<file path="src/rtl/trace_scan_scheduler_pkg.sv">
`default_nettype none
// +--------------------------------------------------------------------------+
// | trace_sched_pkg : shared FSM state type and width helper for the trace   |
// | scan scheduler.                                  Revision: 1.0           |
// +--------------------------------------------------------------------------+
package trace_sched_pkg;

   typedef enum logic [1:0] {
      IDLE = 2'd0,
      SCAN = 2'd1,
      EMIT = 2'd2,
      DONE = 2'd3
   } trace_sched_state_e;

   // ceil(log2(n)) but never below 1, so single-entry dimensions still get a bit
   function automatic int clog2_min1(input int n);
      int r;
      r = 0;
      while ((1 << r) < n) begin
         r = r + 1;
      end
      return (r < 1) ? 1 : r;
   endfunction

endpackage
`default_nettype wire

</file>
<file path="src/rtl/trace_scan_scheduler_if.sv">
`default_nettype none
// +--------------------------------------------------------------------------+
// | trace_scan_scheduler_if : valid/ready record stream toward trace writer. |
// |                                                  Revision: 1.0           |
// +--------------------------------------------------------------------------+
interface trace_scan_scheduler_if #(
   parameter int IW = 4,
   parameter int VW = 4
);
   logic          rec_valid;
   logic          rec_ready;
   logic [IW-1:0] rec_inst;
   logic [VW-1:0] rec_var;
   logic          rec_val;

   modport master (
      output rec_valid,
      output rec_inst,
      output rec_var,
      output rec_val,
      input  rec_ready
   );

   modport slave (
      input  rec_valid,
      input  rec_inst,
      input  rec_var,
      input  rec_val,
      output rec_ready
   );
endinterface
`default_nettype wire

</file>
<file path="src/rtl/trace_scan_scheduler_idx_counter.sv">
`default_nettype none
// +--------------------------------------------------------------------------+
// | trace_idx_counter : nested instance/variable counters plus a flat index  |
// | kept in lockstep, so no multiplier is needed.     Revision: 1.0          |
// +--------------------------------------------------------------------------+
module trace_idx_counter #(
   parameter int INSTANCES = 10,
   parameter int VARS      = 10,
   parameter int IW        = 4,
   parameter int VW        = 4,
   parameter int KW        = 7
) (
   input  wire logic          clk,
   input  wire logic          rst,
   input  wire logic          i_clear,
   input  wire logic          i_advance,
   output logic [IW-1:0]      o_inst,
   output logic [VW-1:0]      o_var,
   output logic [KW-1:0]      o_k,
   output logic               o_last
);

   logic [IW-1:0] r_inst;
   logic [VW-1:0] r_var;
   logic [KW-1:0] r_k;
   logic          w_var_last;

   assign w_var_last = (r_var == VW'(VARS - 1));
   assign o_last     = w_var_last && (r_inst == IW'(INSTANCES - 1));
   assign o_inst     = r_inst;
   assign o_var      = r_var;
   assign o_k        = r_k;

   always_ff @(posedge clk) begin
      if (rst || i_clear) begin
         r_inst <= '0;
         r_var  <= '0;
         r_k    <= '0;
      end else if (i_advance) begin
         r_k <= o_last ? '0 : r_k + 1'b1;
         if (w_var_last) begin
            r_var  <= '0;
            r_inst <= o_last ? '0 : r_inst + 1'b1;
         end else begin
            r_var  <= r_var + 1'b1;
         end
      end
   end

endmodule
`default_nettype wire

</file>
<file path="src/rtl/trace_scan_scheduler.sv">
`default_nettype none
// +--------------------------------------------------------------------------+
// | trace_scan_scheduler : snapshots INSTANCES x VARS signal bits and emits  |
// | one record per changed bit (or every bit) over a valid/ready stream.     |
// |                                                  Revision: 1.0           |
// +--------------------------------------------------------------------------+
module trace_scan_scheduler
   import trace_sched_pkg::*;
#(
   parameter int INSTANCES = 10,
   parameter int VARS      = 10
) (
   input  wire logic                       clk,
   input  wire logic                       rst,
   input  wire logic                       start,
   input  wire logic                       full_dump,
   input  wire logic [INSTANCES*VARS-1:0]  sig_in,
   trace_scan_scheduler_if.master          rec,
   output logic                            busy,
   output logic                            done
);

   localparam int N  = INSTANCES * VARS;
   localparam int IW = clog2_min1(INSTANCES);
   localparam int VW = clog2_min1(VARS);
   localparam int KW = clog2_min1(N);

   trace_sched_state_e r_state;
   logic [N-1:0]       r_snap;
   logic [N-1:0]       r_shadow;
   logic               r_mode_full;
   logic               r_first_pend;
   logic               r_busy;
   logic               r_done;
   logic               r_rec_valid;
   logic [IW-1:0]      r_rec_inst;
   logic [VW-1:0]      r_rec_var;
   logic               r_rec_val;

   logic [IW-1:0]      w_inst;
   logic [VW-1:0]      w_var;
   logic [KW-1:0]      w_k;
   logic               w_last;
   logic               w_clear;
   logic               w_advance;
   logic               w_hit;

   assign w_hit     = r_mode_full || (r_snap[w_k] != r_shadow[w_k]);
   assign w_clear   = (r_state == IDLE) && start;
   // In EMIT rec_valid is always high, so ready alone marks the handshake
   assign w_advance = ((r_state == SCAN) && !w_hit) ||
                      ((r_state == EMIT) && rec.rec_ready);

   trace_idx_counter #(
      .INSTANCES (INSTANCES),
      .VARS      (VARS),
      .IW        (IW),
      .VW        (VW),
      .KW        (KW)
   ) u_idx (
      .clk       (clk),
      .rst       (rst),
      .i_clear   (w_clear),
      .i_advance (w_advance),
      .o_inst    (w_inst),
      .o_var     (w_var),
      .o_k       (w_k),
      .o_last    (w_last)
   );

   always_ff @(posedge clk) begin
      if (rst) begin
         r_state      <= IDLE;
         r_snap       <= '0;
         r_shadow     <= '0;
         r_mode_full  <= 1'b0;
         r_first_pend <= 1'b1;
         r_busy       <= 1'b0;
         r_done       <= 1'b0;
         r_rec_valid  <= 1'b0;
         r_rec_inst   <= '0;
         r_rec_var    <= '0;
         r_rec_val    <= 1'b0;
      end else begin
         r_done <= 1'b0;
         case (r_state)
            IDLE: begin
               if (start) begin
                  r_snap       <= sig_in;
                  r_mode_full  <= full_dump | r_first_pend;
                  r_first_pend <= 1'b0;
                  r_busy       <= 1'b1;
                  r_state      <= SCAN;
               end
            end
            SCAN: begin
               if (w_hit) begin
                  r_rec_inst  <= w_inst;
                  r_rec_var   <= w_var;
                  r_rec_val   <= r_snap[w_k];
                  r_rec_valid <= 1'b1;
                  r_state     <= EMIT;
               end else if (w_last) begin
                  r_done  <= 1'b1;
                  r_state <= DONE;
               end
            end
            EMIT: begin
               if (rec.rec_ready) begin
                  r_shadow[w_k] <= r_rec_val;
                  r_rec_valid   <= 1'b0;
                  if (w_last) begin
                     r_done  <= 1'b1;
                     r_state <= DONE;
                  end else begin
                     r_state <= SCAN;
                  end
               end
            end
            DONE: begin
               r_busy  <= 1'b0;
               r_state <= IDLE;
            end
            default: r_state <= IDLE;
         endcase
      end
   end

   assign rec.rec_valid = r_rec_valid;
   assign rec.rec_inst  = r_rec_inst;
   assign rec.rec_var   = r_rec_var;
   assign rec.rec_val   = r_rec_val;
   assign busy          = r_busy;
   assign done          = r_done;

endmodule
`default_nettype wire
</file>
<file path="src/flat_wrapper.sv">
// flat-port wrapper written by rule: the top's interface ports become plain ports
module trace_scan_scheduler_flat import trace_sched_pkg::*;
#(
   parameter int INSTANCES = 10,
   parameter int VARS      = 10
)
  (clk, rst, start, full_dump, sig_in, busy, done, rec_rec_valid, rec_rec_inst, rec_rec_var, rec_rec_val, rec_rec_ready);
  trace_scan_scheduler_if rec_i ();
  input  wire logic clk;
  input  wire logic rst;
  input  wire logic start;
  input  wire logic full_dump;
  input  wire logic [INSTANCES*VARS-1:0] sig_in;
  output logic busy;
  output logic done;
  output wire logic [$bits(rec_i.rec_valid)-1:0] rec_rec_valid;
  output wire logic [$bits(rec_i.rec_inst)-1:0] rec_rec_inst;
  output wire logic [$bits(rec_i.rec_var)-1:0] rec_rec_var;
  output wire logic [$bits(rec_i.rec_val)-1:0] rec_rec_val;
  input wire logic [$bits(rec_i.rec_ready)-1:0] rec_rec_ready;
  assign rec_rec_valid = rec_i.rec_valid;
  assign rec_rec_inst = rec_i.rec_inst;
  assign rec_rec_var = rec_i.rec_var;
  assign rec_rec_val = rec_i.rec_val;
  assign rec_i.rec_ready = rec_rec_ready;
  trace_scan_scheduler #(.INSTANCES(INSTANCES), .VARS(VARS)) u_core (.clk(clk), .rst(rst), .start(start), .full_dump(full_dump), .sig_in(sig_in), .rec(rec_i), .busy(busy), .done(done));
endmodule
</file>
<file path="config.mk">
export PLATFORM = sky130hd
export DESIGN_NAME = trace_scan_scheduler_flat
export DESIGN_NICKNAME = d
export VERILOG_FILES = /design/src/rtl/trace_scan_scheduler_pkg.sv /design/src/rtl/trace_scan_scheduler_if.sv /design/src/rtl/trace_scan_scheduler_idx_counter.sv /design/src/rtl/trace_scan_scheduler.sv /design/src/flat_wrapper.sv
export SDC_FILE = /design/constraint.sdc
export NUM_CORES = 1
export LEC_CHECK = 0
export ABC_CLOCK_PERIOD_IN_PS = 3100
export BUFFER_PORTS_ARGS = -buffer_cell sky130_fd_sc_hd__buf_4
export CAP_MARGIN = 0
export CELL_PAD_IN_SITES_DETAIL_PLACEMENT = 0
export CELL_PAD_IN_SITES_GLOBAL_PLACEMENT = 2
export CORE_ASPECT_RATIO = 0.6
export CORE_MARGIN = 5
export CORE_UTILIZATION = 35
export CTS_CLUSTER_DIAMETER = 40
export DETAILED_ROUTE_END_ITERATION = 10
export GPL_TIMING_DRIVEN = 0
export PLACE_DENSITY = 0.84
export SYNTH_ARGS = -nofsm -noshare
export SYNTH_HDL_FRONTEND = slang
export SYNTH_SLANG_ARGS = --single-unit
</file>
<file path="constraint.sdc">
create_clock -name clk -period 3.1 [get_ports clk]
set_input_delay 0 -clock clk [delete_from_list [all_inputs] [get_ports clk]]
set_output_delay 0 -clock clk [all_outputs]
set_load 0.01 [all_outputs]
</file>
# == Word-level counts from Yosys, hierarchy flattened ==
# Index checks and enable logic that the tools add are counted.
# classes
mul,0
addsub,3
n_reduce_logical,19
order_cmp,2
bitwise_logic,1
n_mux,25
n_eq_ne,10
div_mod_pow,0
shifts,0
# op_table
cell,n
$bwmux W100,1
$bmux W1 S7,2
$mux W2,5
$reduce_and A2 Y1,5
$mux W1,9
$add A4 B1 Y4 const B,2
$eq A4 B4 Y1 const B,2
$lt A7 B8 Y1 const B,1
$mux W4,2
$pmux W2 S4,1
$add A7 B1 Y7 const B,1
$demux W1 S7,1
$ge A7 B1 Y1 const B,1
$mux W7,1
$pmux W1 S2,3
$reduce_and A3 Y1,2
$logic_and A1 B1 Y1,5
$eq A2 B2 Y1 const B,2
$ne A2 B2 Y1 const B,2
$reduce_bool A2 Y1,2
$logic_or A1 B1 Y1,3
$ne A3 B2 Y1 const B,1
$eq A2 B1 Y1 const B,1
$logic_not A2 Y1,1
other kinds (4),4
# word_totals
romBits,0
latchBits,0
register_bits,231
out_inout_bits,12
word_cells,74
mem_bits_rw,0
in_bits,105
memories,0

# == Logic depth before layout (Yosys ltp) ==
# Gate-level depths: netlist of run 1.
# depth
ltp_word,8
mapped_depth,13
ltp_nobuf,9

# == Cells and area by module ==
# A second synthesis of run 1 with hierarchy kept.
# hier_totals
cells_unflattened,1307
hier_area_um2,10632.7
# modules_own_cells
mod,seq_area_each_um2,n_inst,cells_each,area_per_inst_um2
trace_scan_scheduler,4324.1,1,1225,9904.5
trace_idx_counter,300.3,1,82,728.2

# == Worst setup path after synthesis of run 1 ==
# OpenSTA, ideal clock, no wires.
# synth_path
kind,reg-to-reg
startpoint,register u_core.u_idx.r_k[1] (netlist: u_core.u_idx.o_k[1])
endpoint,register u_core.r_rec_val (netlist: u_core.rec.rec_val)
setup_ns,0.121
required_ns,2.979
n_path_buf,2
synth_period_minus_slack_ns,2.831
path_slack_ns,0.269
stages_incl_launch_ff,12
arrival_ns,2.710
path_cell_list,dfxtp_1 -> buf_6 -> mux2_4 -> a221o_1 -> a222oi_1 -> nor2_1 -> a2111oi_4 -> nand2_1 -> xnor2_1 -> o21a_1 -> buf_4 -> mux2_2
# synth_via
elab_chain_len,5
word_cells_on_any_way,7
classes_between,eq/ne (1); mux (4); reduce/logical (2)
# synth_lines
item,line,text
from (decl),trace_scan_scheduler_idx_counter.sv:25,logic [KW-1:0] r_k;
from (signal assigned),trace_scan_scheduler_idx_counter.sv:40,r_k <= o_last ? '0 : r_k + 1'b1;
$bmux W1 S7 (on tied branches),"trace_scan_scheduler.sv:48, trace_scan_scheduler.sv:100",
$mux W1 (on tied branches),"trace_scan_scheduler.sv:48, trace_scan_scheduler.sv:100",
$ne A1 B1 Y1,trace_scan_scheduler.sv:48,assign w_hit = r_mode_full || (r_snap[w_k] != r_shadow[w_k]);
$logic_or A1 B1 Y1,trace_scan_scheduler.sv:48,
$reduce_and A2 Y1 (no line),--,
to (signal assigned),trace_scan_scheduler.sv:100,r_rec_val <= r_snap[w_k];
to (decl),trace_scan_scheduler.sv:38,logic r_rec_val;
# Several ways; a longest one is shown, not always the timed one. The select of a mux whose other input is x is not followed.
# A chain may end at the register's enable or synchronous reset.

# == Worst setup path after layout of run 1 ==
# layout_path
startpoint,register u_core.u_idx.r_k[1] (netlist: u_core.u_idx.o_k[1])
endpoint,register u_core.u_idx.r_var[3] (netlist: u_core.u_idx.o_var[3])
# layout_via
elab_chain_len,7
word_cells_on_any_way,9
classes_between,eq/ne (1); mux (4); reduce/logical (4)
# layout_lines
item,line,text
$bmux W1 S7,trace_scan_scheduler.sv:48,
$mux W1 (implied by the code),trace_scan_scheduler.sv:48,
$ne A1 B1 Y1 (*),trace_scan_scheduler.sv:48,
$logic_or A1 B1 Y1 (*),trace_scan_scheduler.sv:48,
$logic_not A1 Y1 (*),trace_scan_scheduler.sv:51,assign w_advance = ((r_state == SCAN) && !w_hit) ||
$logic_and A1 B1 Y1 (*),trace_scan_scheduler.sv:51,
$logic_or A1 B1 Y1 (*),trace_scan_scheduler.sv:51,
to (signal assigned),trace_scan_scheduler_idx_counter.sv:45,r_var <= r_var + 1'b1;
to (decl),trace_scan_scheduler_idx_counter.sv:24,logic [VW-1:0] r_var;
# Mark *: on every way between the ends. The rest lies on a longest branch, timed or not. The select of a mux whose other input is x is not followed.

==> results of run 1 <==
critical path, cell delays in order, from the launching register on:
cell and delay, ns:
dfxtp_4 0.42, buf_6 0.20, buf_6 0.23, mux2i_2 0.30, o22a_1 0.17, o211ai_1 0.15
a22oi_1 0.30, a221o_1 0.34, a211o_4 0.21, nand3_4 0.10, buf_4 0.20, nor4b_2 0.15
o31a_1 0.28
report_power, final:
group,switching (mW),total [mW],internal (mW)
Combinational,1.35,2.28,0.934
Clock,1.49,3.47,1.97
Sequential,0.188,3.42,3.23
state kept, by name (all words and copies together) (netlist names):
| register | count |
|---|---|
| u_core.r_shadow | 100 |
| u_core.r_snap | 100 |
| u_core.u_idx.o_k | 7 |
| u_core.rec.rec_inst | 4 |
| u_core.rec.rec_var | 4 |
| u_core.u_idx.o_inst | 4 |
| u_core.u_idx.o_var | 4 |
| u_core.r_state | 2 |
| u_core.busy | 1 |
| u_core.done | 1 |
| u_core.r_first_pend | 1 |
| u_core.r_mode_full | 1 |
| u_core.rec.rec_val | 1 |
| u_core.rec.rec_valid | 1 |
layer usage:
metal	global-route usage	wire, um	up-vias
li1	-	-	5365
met1	0.408	22500	5715
met2	0.350	18100	510
met3	0.0511	4530	72
met4	0.0588	1060	0
met5	0	0	-
Yosys cell counts (4+ instances only):
master      n
nand2b_1   27
inv_1      13
a32o_1      6
a221oi_1   16
a222oi_1    4
nand2_1   260
o22ai_1     5
nor2b_1    12
dfxtp_1   231
mux4_2     17
mux2_2      7
a22oi_1     6
buf_4       6
and3b_1     4
ha_1        7
and4_1      4
and3_1      5
nor2_1     47
buf_1       8
and2_1      6
a221o_1     7
a21bo_2     4
o22a_1      5
o21ai_0   111
a21oi_1   212
a31oi_1    11
nor3_1     18
o211ai_1    4
nand3_1   100
mux2i_1    30
clkbuf_1   82
buf_2      16
path summary, 6_finish.rpt:
path                            start                    end  slack, ns  cells after the start
setup / recovery  u_core.u_idx.o_k[1]  u_core.u_idx.o_var[3]      -0.09                     12
hold / removal             sig_in[12]      u_core.r_snap[12]       0.25                      4
setup reg to reg  u_core.u_idx.o_k[1]  u_core.u_idx.o_var[3]      -0.09                     12
hold reg to reg     u_core.r_snap[45]      u_core.r_snap[45]       0.45                      2
layout make-up:
| cell class | count | area, um2 |
|---|---|---|
| Multi-Input combinational cell | 992 | 5880 |
| Sequential cell | 231 | 4630 |
| Timing Repair Buffer | 246 | 2200 |
| Clock buffer | 34 | 764 |
| Buffer | 114 | 696 |
| Clock inverter | 19 | 203 |
| Tap cell | 408 | 510 |
| Fill cell | 2963 | 15300 |
| Inverter | 13 | 48.8 |
per-stage QoR:
stage	setup slack, ns	hold slack (ns)	std cells	TNS [ns]	util
after global placement	-0.648	0.251	1874	-19.56	0.404
final	-0.0869	0.245	2057	-0.480	0.493
after global routing	-0.197	0.256	2057	-3.20	0.493
after CTS	-0.0446	0.231	2054	-0.236	0.486
after detailed placement	-0.641	0.260	1874	-20.00	0.404
after floorplan	0.269	0.136	1350	0	-
timing repair:
action / in CTS / in global routing
pin swaps: 15 / 22
setup buffers: 21 / 2
endpoints found under the hold margin: 105 / 0
setup endpoints to repair: 58 / 57
hold buffers: 104 / 0
resized for setup: 77 / 52
gates cloned: 2 / 1
cells by family after synthesis:
| logic type | after synthesis | share of synthesized area |
|---|---|---|
| fa+ha+maj | 7 | 0.00807 |
| buf+inv | 127 | 0.0492 |
| compound gates | 421 | 0.228 |
| xor+xnor | 2 | 0.00161 |
| simple gates | 506 | 0.215 |
| mux | 56 | 0.0726 |
| flops | 231 | 0.426 |
==> impl_metrics.py, run 1 <==
metrics = {
    "critical_path": {
        "worst_ep_arrival_time_ns": 3.64,
        "cp_max_fo": 10,
        "path_class": "flip-flop to flip-flop",
        "cp-end-kind": "flip-flop",
        "crit_path_start_kind": "flip-flop",
        "cp_data_required_time_ns": 3.55,
    },
    "finish": {
        "mostFrequentLayoutCells": "nand2_1, dfxtp_1, a21oi_1",
        "design_area_um2": 14900,
        "diodes": 0,
        "fin_nets": 1739,
        "layout-drive-gt1-share": 0.187,
        "final_common_cell": "nand2_1",
        "area_growth_pct": 37.6,
    },
    "die": {
        "die_area_um2": 34700,
        "die_y_um": 146,
        "die_x_um": 237,
        "coreArea_um2": 30300,
        "start_util": 0.358,
        "io_pins": 117,
        "rows": 49,
    },
    "routing": {
        "first_iter_violations": 1465,
        "wl_per_cell_um": 22.5,
        "vias": 11700,
        "viasPerCell": 5.67,
        "firstDrtPassIters": 7,
        "ant_nets": 0,
        "drt_wl_total_mm": 46.2,
        "drc": 0,
    },
    "grt": {
        "grt_pass1_vias": 11100,
        "grt_pass1_wl_mm": 69.2,
        "grtUsageTotal": 0.256,
        "grt_max_degree": 15,
        "grt_overflow": 0,
        "antenna_found_initial": 0,
    },
    "logic_synthesis": {
        "yosys_most_used_dff": "dfxtp_1",
        "yosysWarnings": 0,
        "syn-instance-count": 1350,
        "yosysSeqAreaShare": 0.426,
        "yosysUniqueCellTypes": 71,
        "synth.top_cell.area_share": 0.426,
        "synth_area_per_cell_um2": 8.04,
        "synth_edf_count": 0,
        "netlist_area_um2": 10900,
        "synthesis.nets": 1462,
        "async_reset_ff_frac": 0,
        "ys_seq_elements": 231,
        "ys_top_cells_by_area": "dfxtp_1, a21oi_1, nand2_1, o21ai_0, nand3_1",
        "yosys.area.top_type": "dfxtp_1",
    },
    "cts": {
        "root_buffer": "clkbuf_16",
        "cts_buffer_depth": 3,
        "htree_levels": 1,
        "cts_tree": "yes",
        "insertion_delay_ns": 0.56,
        "cts_sinks": 231,
        "clk_pin_slew_ns": 0.06,
        "numCtsBuffers": 29,
    },
    "flow_run": {
        "drv_cap": 0,
    },
    "sta": {
        "hold_viol_final": 0,
        "fin_crit_sh": 1.03,
        "worstMarginPinSlew_ns": 1.40,
        "maxSlewViolCount": 0,
        "relSlewSlack": 0.0604,
        "fin_ws_ns": -0.0869,
        "fin_crit_ns": 3.19,
        "rsz0062_at_grt": "yes",
        "finClkSkew_ns": 0.0107,
        "fmax_ghz": 0.314,
        "report.final.setup_viol": 13,
    },
    "run_status": {
        "outcome": "finished with violations",
        "violations": "setup timing",
    },
    "power": {
        "p_leak_nw": 5.29,
        "power.density_nw_per_um2": 614,
        "ir_drop_uv": 396,
        "power.total_mw": 9.17,
    },
    "place": {
        "port_buffers": 116,
        "gp_congestion": 0.863,
        "dpl.hpwl_mm": 31.9,
        "placed_cell_area_um2": 12200,
    },
    "hold_path": {
        "min_path_type": "input pin to flip-flop",
    },
}
No activity file was read; power rests on OpenSTA's default activity.
==> inputs of run 2 (changes only) <==
--- a/config.mk
+++ b/config.mk
@@ -18,2 +18,3 @@
 export GPL_TIMING_DRIVEN = 0
+export MAX_ROUTING_LAYER = met4
 export PLACE_DENSITY = 0.84
--- a/constraint.sdc
+++ b/constraint.sdc
@@ -3,2 +3,2 @@
 set_output_delay 0 -clock clk [all_outputs]
-set_load 0.01 [all_outputs]
+set_load 0.005 [all_outputs]
==> run 2 against run 1 <==
  * The flow still finishes with violations (setup timing)
  * Critical path type unchanged
  * Critical endpoint unchanged
  * Utilization about the same
  * Maximum frequency increased by 0.73%
  * Die area unchanged
  * Worst hold slack improved by 0.0010 ns
  * Clock power about the same
==> impl_metrics.py, run 2 (synthesis results as in run 1) <==
metrics = {
    "grt": {
        "grt_pass1_wl_mm": 69.5,
        "grt_overflow": 0,
        "grt_pass1_vias": 11100,
        "antenna_found_initial": 0,
        "grt_max_degree": 15,
        "grtUsageTotal": 0.264,
    },
    "critical_path": {
        "path_class": "flip-flop to flip-flop",
        "cp_max_fo": 10,
        "cp_data_required_time_ns": 3.55,
        "r2r_slack_ns": -0.06,
        "rr_worst_depth": 12,
        "path_buf_inv": 3,
        "r2r_end": "u_core.u_idx.o_var[3]",
        "crit_family": "compound AO/OA/AOI/OAI gates",
        "worst_ep_arrival_time_ns": 3.61,
        "cp_common_cell": "buf_6",
        "cp-end-kind": "flip-flop",
        "cp-startpoint": "u_core.u_idx.o_k[1]",
        "path_cells": "buf_6 -> buf_6 -> mux2i_2 -> o22a_1 -> o211ai_1 -> a22oi_1 -> a221o_1 -> a211o_4 -> nand3_4 -> buf_4 -> nor4b_2 -> o31a_1",
        "cp_slowest_cell": "dfxtp_4",
        "timing.rr.start": "u_core.u_idx.o_k[1]",
        "max_stage_delay_ns": 0.42,
        "crit_path_start_kind": "flip-flop",
    },
    "cts": {
        "numCtsBuffers": 29,
        "cts_buffer_depth": 3,
        "root_buffer": "clkbuf_16",
        "clk_pin_slew_ns": 0.06,
        "cts_tree": "yes",
        "insertion_delay_ns": 0.56,
        "cts_sinks": 231,
        "htree_levels": 1,
    },
    "sta": {
        "fmax_ghz": 0.316,
        "fin_crit_ns": 3.16,
        "rsz0062_at_grt": "yes",
        "finClkSkew_ns": 0.0127,
        "setup_tns_ns": -0.338,
        "fin_crit_sh": 1.02,
        "relSlewSlack": 0.100,
        "maxSlewViolCount": 0,
        "worstMarginPinSlew_ns": 1.34,
        "report.final.setup_viol": 9,
        "fin_ws_ns": -0.0637,
        "hold_viol_final": 0,
    },
    "routing": {
        "first_iter_violations": 1367,
        "drt_wl_total_mm": 46.2,
        "viasPerCell": 5.68,
        "ant_nets": 0,
        "drc": 0,
        "firstDrtPassIters": 6,
        "wl_per_cell_um": 22.4,
        "vias": 11700,
    },
    "power": {
        "p_leak_nw": 5.29,
        "power.density_nw_per_um2": 613,
        "power.total_mw": 9.16,
        "ir_drop_uv": 393,
    },
    "place": {
        "gp_congestion": 0.877,
        "port_buffers": 116,
        "dp.cells": 1874,
        "dpl.hpwl_mm": 31.9,
        "place_ws_ns": -0.641,
    },
    "hold_path": {
        "hp-start": "sig_in[7]",
        "min_to": "u_core.r_snap[7]",
        "min_path_cells": 4,
        "min_path_type": "input pin to flip-flop",
    },
    "finish": {
        "fin_nets": 1740,
        "mostFrequentLayoutCells": "nand2_1, dfxtp_1, a21oi_1",
        "diodes": 0,
        "final_common_cell": "nand2_1",
        "layout-drive-gt1-share": 0.187,
        "area_growth_pct": 37.6,
        "fin_util": 0.493,
        "num-fill-cells": 2966,
        "fin_cells": 2058,
    },
    "die": {
        "rows": 49,
        "start_util": 0.358,
        "die_y_um": 146,
        "die_x_um": 237,
        "io_pins": 117,
        "coreArea_um2": 30300,
        "die_area_um2": 34700,
    },
    "flow_run": {
        "drv_cap": 0,
    },
    "run_status": {
        "outcome": "finished with violations",
        "violations": "setup timing",
    },
}
==> run 2: worst max-delay path by stage <==
stage,end,slack (ns),cells past startpoint
finish,u_core.u_idx.o_var[3],-0.06,12
global route,u_core.u_idx.o_k[1],-0.12,14
CTS,u_core.u_idx.o_k[1],-0.04,15
detailed placement,u_core.u_idx.o_k[1],-0.64,11
global placement,u_core.u_idx.o_k[0],-0.65,11
floorplan,u_core.rec.rec_val,0.27,11
==> run 2: layer usage <==
metal / wire length (um) / track usage / share of wire / vias up
met5: 0 / - / 0 / -
met4: 927 / 0.0536 / 0.020 / 0
met3: 4190 / 0.0407 / 0.091 / 70
met2: 18200 / 0.353 / 0.39 / 516
met1: 22900 / 0.415 / 0.50 / 5721
li1: - / - / - / 5374
==> run 2: layout make-up <==
cell class              count  area, um2  area share
clock buffers              34        764      0.0512
inverters                  13       48.8     0.00327
plain buffers             114        691      0.0462
repair buffers            247       2210       0.148
well taps                 408        510      0.0342
clock inverters            19        203      0.0136
flip-flops and latches    231       4630       0.310
multi-input cells         992       5870       0.393
==> run 2: power by group <==
part	internal [mW]	switching, mW
clock network	1.97	1.50
registers	3.23	0.186
logic	0.933	1.34
==> run 2: timing repair <==
| action | CTS | global route |
|---|---|---|
| gates cloned | 2 | 1 |
| buffers inserted | 21 | 3 |
| endpoints found under the setup margin | 58 | 57 |
| gates resized for setup | 77 | 49 |
| pin swaps | 15 | 21 |
| endpoints found under the hold margin | 105 | 0 |
| hold buffers | 104 | 0 |
==> run 2: worst reg2reg max path, cell delays in order, from the launching register on <==
cell      delay [ns]
dfxtp_4         0.42
buf_6           0.20
buf_6           0.22
mux2i_2         0.30
o22a_1          0.17
o211ai_1        0.16
a22oi_1         0.30
a221o_1         0.33
a211o_4         0.21
nand3_4         0.10
buf_4           0.20
nor4b_2         0.15
o31a_1          0.28
==> run 2: stage by stage <==
| stage | hold slack (ns) | cell area, um2 |
|---|---|---|
| after floorplan | 0.136 | 10900 |
| after global placement | 0.251 | 12200 |
| after detailed placement | 0.260 | 12200 |
| after CTS | 0.231 | 14700 |
| after global routing | 0.256 | 14900 |
| final | 0.246 | 14900 |
==> inputs of run 3 (changes only) <==
- ABC_AREA: unset -> 1
- CORE_UTILIZATION: 35 -> 33
==> run 3 against run 2 <==
  * The run now ends clean
  * Synthesized area rose by 2.5%
  * Flip-flop and latch count did not move
  * Count of clock-buffer cells in the layout rose by 13
  * Sequential power rose by 5.8%
  * Synthesized cell count rose by 21%
  * Utilization fell by 5.1 points
  * Clock skew rose by 0.015 ns
  * Register-to-register slack improved by 0.26 ns
  * Die area rose by 8.2%
  * Critical path type unchanged
  * Highest routed layer unchanged
==> impl_metrics.py, run 3 <==
metrics = {
    "cts": {
        "numCtsBuffers": 34,
        "cts_setup_buffers": 0,
        "cts_tree": "yes",
        "clk_pin_slew_ns": 0.06,
        "htree_levels": 2,
        "insertion_delay_ns": 0.53,
        "cts_buffer_depth": 3,
        "cts_sinks": 231,
        "root_buffer": "clkbuf_16",
    },
    "routing": {
        "wl_per_cell_um": 19.6,
        "drc": 0,
        "first_iter_violations": 1226,
        "ant_nets": 0,
        "drt_wl_total_mm": 46.7,
        "viasPerCell": 5.09,
        "firstDrtPassIters": 6,
        "vias": 12100,
    },
    "hold_path": {
        "min_path_type": "input pin to flip-flop",
        "min_path_cells": 4,
        "hp-start": "sig_in[76]",
        "min_to": "u_core.r_snap[76]",
    },
    "finish": {
        "layout-drive-gt1-share": 0.120,
        "fin_nets": 2005,
        "fin_util": 0.442,
        "area_growth_pct": 33.2,
        "num-fill-cells": 3484,
        "fin_cells": 2379,
        "mostFrequentLayoutCells": "nand2_1, dfxtp_1, nor2_1",
        "final_common_cell": "nand2_1",
    },
    "grt": {
        "grtUsageTotal": 0.251,
        "grt_max_degree": 13,
        "grt_pass1_vias": 11500,
        "antenna_found_initial": 2,
        "grt_pass1_wl_mm": 70.6,
        "grt_overflow": 0,
    },
    "sta": {
        "worstMarginPinSlew_ns": 0.970,
        "hold_viol_final": 0,
        "fin_crit_ns": 2.91,
        "relSlewSlack": 0.354,
        "fmax_ghz": 0.344,
        "report.final.setup_viol": 0,
        "fin_crit_sh": 0.938,
        "worst_hold_slack_ns": 0.282,
        "maxSlewViolCount": 0,
        "setup_tns_ns": 0,
        "finClkSkew_ns": 0.0276,
        "rsz0062_at_grt": "no",
    },
    "critical_path": {
        "cp_max_fo": 10,
        "crit_path_start_kind": "flip-flop",
        "r2r_end": "u_core.r_shadow[11]",
        "cp_data_required_time_ns": 3.52,
        "worst_ep_arrival_time_ns": 3.33,
        "r2r_slack_ns": 0.19,
        "cp-end-kind": "flip-flop",
        "rr_worst_depth": 9,
        "cp_common_cell": "nor2_1",
        "path_cells": "buf_6 -> inv_4 -> buf_4 -> nor2_1 -> inv_1 -> nor2_1 -> clkbuf_1 -> a21oi_1 -> a311oi_1",
        "cp_slowest_cell": "clkbuf_1",
        "crit_family": "buffers and inverters",
        "path_class": "flip-flop to flip-flop",
        "max_stage_delay_ns": 0.71,
        "path_buf_inv": 5,
        "timing.rr.start": "u_core.u_idx.o_k[0]",
    },
    "place": {
        "dpl.hpwl_mm": 32.7,
        "port_buffers": 115,
        "dp.cells": 2213,
        "gp_congestion": 0.927,
    },
    "logic_synthesis": {
        "yosysMostFrequentCell": "nand2_1",
        "ys_top_cells_by_area": "dfxtp_1, nand2_1, nor2_1, a311oi_1, a21oi_1",
        "yosys.area.top_type": "dfxtp_1",
        "netlist_area_um2": 11100,
        "synth_edf_count": 0,
        "synth.top_cell.area_share": 0.416,
        "synthesis.nets": 1751,
        "yosysSeqAreaShare": 0.416,
        "yosysWarnings": 0,
        "synth_area_per_cell_um2": 6.79,
        "netlist_top_cells_count": "nand2_1, dfxtp_1, nor2_1",
        "async_reset_ff_frac": 0,
        "yosys_most_used_dff": "dfxtp_1",
        "ys_seq_elements": 231,
        "yosysUniqueCellTypes": 36,
        "syn-instance-count": 1639,
    },
    "die": {
        "start_util": 0.332,
        "die_y_um": 152,
        "die_x_um": 247,
        "coreArea_um2": 33500,
        "rows": 52,
        "io_pins": 117,
        "die_area_um2": 37600,
    },
    "power": {
        "ir_drop_uv": 384,
        "power.density_nw_per_um2": 726,
        "power.total_mw": 10.8,
        "p_leak_nw": 6.18,
    },
    "run_status": {
        "outcome": "completed",
    },
    "flow_run": {
        "drv_cap": 0,
    },
}
## run 3: timing repair
| action | in CTS | in global routing |
|---|---|---|
| setup endpoints to repair | 0 | 40 |
| hold buffers | 103 | 0 |
| resized for setup | 0 | 18 |
| hold endpoints to repair | 104 | 0 |
## run 3: worst max path at each step
stage / startpoint / end / slack [ns] / depth (start not counted)
floorplan: u_core.u_idx.o_k[0] / u_core.rec.rec_var[2] / 1.03 / 20
global placement: u_core.u_idx.o_k[1] / u_core.rec.rec_var[1] / 0.08 / 15
detailed placement: u_core.u_idx.o_k[1] / u_core.rec.rec_var[1] / 0.06 / 15
CTS: u_core.u_idx.o_k[1] / u_core.rec.rec_var[2] / 0.04 / 15
global route: u_core.u_idx.o_k[1] / u_core.u_idx.o_k[0] / 0.02 / 19
finish: u_core.u_idx.o_k[0] / u_core.r_shadow[11] / 0.19 / 9
## run 3: stage by stage
step                      cell area (um2)  setup slack [ns]
final                               14800             0.193
after detailed placement            12600            0.0576
after global placement              12600            0.0826
after floorplan                     11100              1.03
after global routing                14800            0.0154
after CTS                           14800            0.0390
## run 3: metal layers
metal	routed length [um]	track usage
met1	24100	0.400
met2	17600	0.317
met3	4350	0.0550
met4	680	0.0486
met5	0	-
## run 3: power breakdown
| group | switching [mW] | internal [mW] | total (mW) |
|---|---|---|---|
| logic | 2.04 | 0.961 | 3.00 |
| clock network | 1.53 | 2.61 | 4.14 |
| registers | 0.223 | 3.39 | 3.62 |
| total | 3.79 | 6.97 | 10.8 |
## run 3: worst min-delay path: cells and delay by family
kind,cells,cell delay (ns)
AO/OA/AOI/OAI,1,0.07
buffers and inverters,2,0.62
AND/OR/NAND/NOR,1,0.07
## run 3: cells by family after synthesis
| logic type | count (synthesis) | share of synthesized area |
|---|---|---|
| and+or+nand+nor | 744 | 0.263 |
| AOI/OAI and AO/OA | 414 | 0.219 |
| buffers and inverters | 235 | 0.0886 |
| DFF | 231 | 0.416 |
| xor gates and xnor gates | 8 | 0.00630 |
| adders and majority gates | 7 | 0.00787 |
## run 3: layout make-up
class	count	area, um2	area share
multi-input combinational	1173	5520	0.372
sequential	231	4620	0.312
timing repair buffer	218	1890	0.128
clock buffer	47	1040	0.0704
buffer	124	578	0.0390
tap	459	574	0.0387
inverter	111	419	0.0283
clock inverter	14	164	0.0111
antenna	2	5.00	0.000338
